$ cat config.mk
export PLATFORM = sky130hd
export DESIGN_NAME = dmem_arbiter
export DESIGN_NICKNAME = d
export VERILOG_FILES = /design/src/rtl/dmem_arbiter.sv
export SDC_FILE = /design/constraint.sdc
export NUM_CORES = 1
export LEC_CHECK = 0
export ABC_AREA = 1
export ABC_CLOCK_PERIOD_IN_PS = 2100
export CAP_MARGIN = 15
export CORE_ASPECT_RATIO = 0.9
export CORE_MARGIN = 2
export CORE_UTILIZATION = 30
export DETAILED_ROUTE_END_ITERATION = 8
export PLACE_DENSITY = 0.74
export RECOVER_POWER = 25
export SLEW_MARGIN = 20
export SYNTH_ARGS = -nofsm -noshare
export SYNTH_HDL_FRONTEND = slang
export SYNTH_SLANG_ARGS = --single-unit
$ cat constraint.sdc
create_clock -name clk -period 2.1 [get_ports clk]
set_input_delay 0.42 -clock clk [delete_from_list [all_inputs] [get_ports clk]]
set_output_delay 0.42 -clock clk [all_outputs]
set_load 0.02 [all_outputs]
$ cat src/rtl/dmem_arbiter.sv
// rtl/dmem_arbiter.sv - two-master (core/debug) arbiter for a single data-memory port
module dmem_arbiter #(
  parameter bit PRIO = 1'b0
) (
  input  logic        clk,
  input  logic        reset,
  input  logic        c_req,
  input  logic        c_we,
  input  logic [31:0] c_addr,
  input  logic [31:0] c_wdata,
  input  logic [2:0]  c_func3,
  output logic        c_stall,
  output logic        c_done,
  output logic [31:0] c_rdata,
  input  logic        d_req,
  input  logic        d_we,
  input  logic [31:0] d_addr,
  input  logic [31:0] d_wdata,
  output logic        d_gnt,
  output logic        d_rvalid,
  output logic [31:0] d_rdata,
  output logic        m_en,
  output logic        m_we,
  output logic [31:0] m_addr,
  output logic [31:0] m_wdata,
  output logic [2:0]  m_func3,
  input  logic [31:0] m_rdata
);

  typedef enum logic [1:0] {
    S_IDLE = 2'd0,
    S_ACC  = 2'd1,
    S_WAIT = 2'd2,
    S_DONE = 2'd3
  } state_t;

  // Debug accesses are always full words.
  localparam logic [2:0] FUNC3_WORD = 3'b010;

  state_t      r_state;
  state_t      w_next_state;

  // Owner of the in-flight access: 1 = debug, 0 = core.
  logic        r_owner_dbg;
  // Requester granted most recently: 1 = debug, 0 = core.
  logic        r_last_dbg;

  logic        r_we;
  logic [31:0] r_addr;
  logic [31:0] r_wdata;
  logic [2:0]  r_func3;
  logic [31:0] r_c_rdata;
  logic [31:0] r_d_rdata;

  logic        w_grant_core;
  logic        w_grant_dbg;
  logic        w_m_en;
  logic        w_m_we;
  logic        w_c_done;
  logic        w_d_gnt;
  logic        w_d_rvalid;

  // Next-state, grant decision and per-state port/handshake outputs.
  always_comb begin
    w_next_state = r_state;
    w_grant_core = 1'b0;
    w_grant_dbg  = 1'b0;
    w_m_en       = 1'b0;
    w_m_we       = 1'b0;
    w_c_done     = 1'b0;
    w_d_gnt      = 1'b0;
    w_d_rvalid   = 1'b0;
    case (r_state)
      S_IDLE: begin
        if (c_req && d_req) begin
          // Tie: fixed mode favours the core, round-robin favours whoever lost last time.
          if (PRIO || r_last_dbg) begin
            w_grant_core = 1'b1;
          end else begin
            w_grant_dbg  = 1'b1;
          end
        end else if (c_req) begin
          w_grant_core = 1'b1;
        end else if (d_req) begin
          w_grant_dbg  = 1'b1;
        end
        if (w_grant_core || w_grant_dbg) begin
          w_next_state = S_ACC;
        end
        w_d_gnt = w_grant_dbg;
      end
      S_ACC: begin
        w_m_en       = 1'b1;
        w_m_we       = r_we;
        w_next_state = S_WAIT;
      end
      S_WAIT: begin
        w_next_state = S_DONE;
      end
      S_DONE: begin
        w_c_done     = ~r_owner_dbg;
        w_d_rvalid   = r_owner_dbg & ~r_we;
        w_next_state = S_IDLE;
      end
      default: begin
        w_next_state = S_IDLE;
      end
    endcase
  end

  // State register; reset aborts any in-flight access.
  always_ff @(posedge clk or negedge reset) begin
    if (!reset) begin
      r_state <= S_IDLE;
    end else begin
      r_state <= w_next_state;
    end
  end

  // Capture the winning request and remember who won for round-robin.
  always_ff @(posedge clk or negedge reset) begin
    if (!reset) begin
      r_owner_dbg <= 1'b0;
      r_last_dbg  <= 1'b1;
      r_we        <= 1'b0;
      r_addr      <= 32'h0;
      r_wdata     <= 32'h0;
      r_func3     <= 3'b000;
    end else if (w_grant_core) begin
      r_owner_dbg <= 1'b0;
      r_last_dbg  <= 1'b0;
      r_we        <= c_we;
      r_addr      <= c_addr;
      r_wdata     <= c_wdata;
      r_func3     <= c_func3;
    end else if (w_grant_dbg) begin
      r_owner_dbg <= 1'b1;
      r_last_dbg  <= 1'b1;
      r_we        <= d_we;
      r_addr      <= d_addr;
      r_wdata     <= d_wdata;
      r_func3     <= FUNC3_WORD;
    end
  end

  // Route read data into the owner's register at the end of WAIT; writes leave both untouched.
  always_ff @(posedge clk or negedge reset) begin
    if (!reset) begin
      r_c_rdata <= 32'h0;
      r_d_rdata <= 32'h0;
    end else if (r_state == S_WAIT && !r_we) begin
      if (r_owner_dbg) begin
        r_d_rdata <= m_rdata;
      end else begin
        r_c_rdata <= m_rdata;
      end
    end
  end

  assign m_en     = w_m_en;
  assign m_we     = w_m_we;
  assign m_addr   = r_addr;
  assign m_wdata  = r_wdata;
  assign m_func3  = r_func3;
  assign c_done   = w_c_done;
  assign c_stall  = c_req & ~w_c_done;
  assign c_rdata  = r_c_rdata;
  assign d_gnt    = w_d_gnt;
  assign d_rvalid = w_d_rvalid;
  assign d_rdata  = r_d_rdata;

endmodule

==> metrics list <==
- Synth-to-Final Area Change: 63.85%
- Along the worst path, the maximum fanout reaches 3.
- Crit path required time: 1.68 ns
* Slowest stage cell, crit path: sky130_fd_sc_hd__dfrtp_1
- In this run the cell area measured after placement is 9832 µm².
- The number of pins with negative max-slew slack in the final report is 0.
* Slew at the pin closest to its max-slew limit: 0.9859 ns
- Final GP Congestion: 0.7645
* YS warnings: 0
- In the layout the commonest cells are 298 x sky130_fd_sc_hd__clkdlybuf4s50_1, 270 x sky130_fd_sc_hd__nand2_1, 135 x sky130_fd_sc_hd__dfrtp_1.
- Proportion of layout cells with a drive suffix above 1: 0.06141
- Max-cap violations in this run came to 0.
* Sum of routed wire length over all layers: 20260 µm
- Element type at the critical path end: output pin
- Derived from the worst setup path, the maximum achievable clock frequency is 495.4 MHz.
* Power per Cell Area: 1509 nW/µm²
- Area of the core: roughly 21000 µm²
* Setup repair after global routing missed its margin: false
* Final total power: 0.01570 W
- After the first detailed-routing iteration, the DRC count stood at around 320.
- The number of clock buffers added by TritonCTS is 17.
- The finished cells cover 10410 µm².
- H-tree depth reported by CTS: 4
- Subtracting the final worst setup slack from the clock period gives 2.018 ns.
* Reg2reg path depth: 7
* TritonCTS clock tree: built
- Dpl hpwl: 14290 µm
- Measured against its own limit, the worst slew margin works out to 0.3427.
- During placement, the flow inserted port buffers numbering slightly above 300.
* Number of buffers on the longest clock path: 2
- Antenna Violating Nets Remaining: 0
* Result of the run: completed
- Routed wire length per instance: 14.71 µm
* Global router's overall resource usage: 0.1859
- Averaged over all synthesized cells, the footprint is 8.163 µm².
- First-pass detailed-route iteration total: 4
- Number of register bits inferred by synthesis: 136
- The worst hold path passes through 2 cells.
* Clock Skew: 0.01069 ns
* Ratio of routed vias to standard cells: 4.431
* Type of element launching the critical path: flip-flop
- Initial Util: 0.3058
- Antenna fix cells: 0
* Vertical die dimension: 142.0 µm
* Tcrit/Tclk final: 0.9611
- Timing analysis after detailed placement gives a worst setup slack of -0.2522 ns.
- At the later pin of the worst-skew pair, clock insertion delay measures approximately 0.4 ns.
* Synthesized netlist net count: 952
- Worst Slack Setup Final: 0.08162 ns
- After floorplanning, the core was divided into 50 placement rows.
- Hold Path Class: reg2reg
* Post-layout net count: 1252
- Setup violations remaining at the end of the flow were counted as 0.
- Cell count after synthesis: 778
- Sequential element share of the synthesized area: 0.5361
* Via count: approximately 6100
* Clock transition at path regs: 0.06 ns
* Critical path class: reg2out
* Most common library cell in the layout ignoring fill and taps: sky130_fd_sc_hd__clkdlybuf4s50_1
- Traced cell by cell, the critical path runs through ha_1 > inv_1 > nor2_2 > dlygate4sd2_1.
- In this design, the stage delay of the slowest critical-path cell is 0.40 ns.
- CTS placed an instance of sky130_fd_sc_hd__clkbuf_16 at the clock tree root.
- Maximum number of pins on one net before global-route repair: 65
- Summed over all cells, the static leakage comes to 5.100 nW.
- For this run the aggregate overflow at the end of global routing stands at 0.
- After clock tree synthesis, the setup repair step added 0 buffers.
- Clock Sinks: 136
* Synthesized cell area: between 6000 and 7000 µm²
- Data arrival time at the worst-slack endpoint: about 1.6 ns
* Number of fillers in the final layout: 1993
* Number of global-route vias before repair: between 6000 and 7000
- For this run, design rule violations remaining after detail routing come to 0.
- The final number of hold-violating endpoints was 0.
* Maximum ir drop on the vdd rail: roughly 0.7 mV
* Global-route wire length before repair: 32490 µm
* Count of cell types in the netlist: 19
* Number of top-level pins: 306
- Antenna violations before repair: 0
- The die is 157.4 µm wide.
* Die area: 22350 µm²
## stage by stage
| stage | hold slack [ns] | instances | util | TNS, ns |
|---|---|---|---|---|
| finish | 0.4755 | 1377 | 0.5010 | 0 |
| global placement | 0.3565 | 1344 | 0.4734 | -0.3214 |
| floorplan | 0.1244 | 778 | - | 0 |
| CTS | 0.4801 | 1377 | 0.5027 | 0 |
| detailed placement | 0.3613 | 1344 | 0.4734 | -0.3354 |
| global route | 0.4993 | 1377 | 0.5010 | 0 |
## sequential cells by signal (all words and copies together) (netlist names)
| signal | cells |
|---|---|
| r_we | 1 |
| r_state | 2 |
| m_addr | 32 |
| r_last_dbg | 1 |
| d_rdata | 32 |
| r_owner_dbg | 1 |
| c_rdata | 32 |
| m_func3 | 3 |
| m_wdata | 32 |
## area by class of cell
class                   instances  area [µm²]  area share
repair buffers                328        3322      0.3192
well taps                     286       357.8     0.03439
flip-flops and latches        136        3405      0.3272
clock buffers                  19       432.9     0.04160
clock inverters                13       170.2     0.01635
multi-input cells             486        2310      0.2220
inverters                     109       409.1     0.03932
## power by group
part           switching, W  internal (W)  total (W)
clock               0.00119       0.00188    0.00307
sequential         0.000706       0.00395    0.00465
combinational       0.00443       0.00355    0.00798
total               0.00632       0.00938     0.0157
## cells in the mapped netlist
cell type                  count  area (µm²)
sky130_fd_sc_hd__dfrtp_1     135        3378
sky130_fd_sc_hd__nand2_1     271        1017
sky130_fd_sc_hd__nand3_2       2       20.02
sky130_fd_sc_hd__nor2_1        3       11.26
sky130_fd_sc_hd__dfstp_2       1       26.28
sky130_fd_sc_hd__buf_2        21       105.1
sky130_fd_sc_hd__inv_1       107       401.6
sky130_fd_sc_hd__ha_1          5       62.56
sky130_fd_sc_hd__buf_4         7       52.55
sky130_fd_sc_hd__nand2_2       2       12.51
sky130_fd_sc_hd__clkbuf_1     15       56.30
sky130_fd_sc_hd__buf_1         3       11.26
sky130_fd_sc_hd__o21ai_0      70       350.3
sky130_fd_sc_hd__inv_2         2       7.510
sky130_fd_sc_hd__nand3b_1     64       480.5
sky130_fd_sc_hd__nand3_1      67       335.3
sky130_fd_sc_hd__nor3_1        1       5.000
sky130_fd_sc_hd__o22ai_1       1       6.260
sky130_fd_sc_hd__buf_6         1       11.26
## final timing paths
kind	end	startpoint	slack [ns]
min reg2reg	m_wdata[24]	m_wdata[24]	0.48
max	c_done	r_state[0]	0.08
min in group asynchronous	c_rdata[9]	reset	0.70
max in group asynchronous	r_owner_dbg	reset	0.33
max reg2reg	c_rdata[1]	r_state[0]	0.35
min	m_wdata[24]	m_wdata[24]	0.48
## repair_timing
item                       4_1_cts  5_1_grt
cloned                           0        0
gates resized for setup         14        7
hold endpoints to repair        36        0
hold buffers                     1        0
setup endpoints to repair        6        5
## cells by family after synthesis
logic type	synth area share
compound gates	0.05615
fa+ha+maj	0.009850
buf+inv	0.1017
flops	0.5361
simple gates	0.2963
## routing by layer
layer / global-route usage / vias up / wire length (µm)
li1: - / 3012 / -
met1: 0.2226 / 2829 / 8422
met2: 0.3172 / 226 / 9848
met3: 0.05633 / 34 / 1485
met4: 0.06459 / 0 / 499
met5: 0 / - / 0
## critical path, delay by kind of cell, from the launching register on
family        cells  cell delay, ns
fa+ha+maj         1            0.19
buf+inv           2            0.44
simple gates      1            0.17
flops             1            0.40
Note: power is estimated with default switching activity, not from simulation.
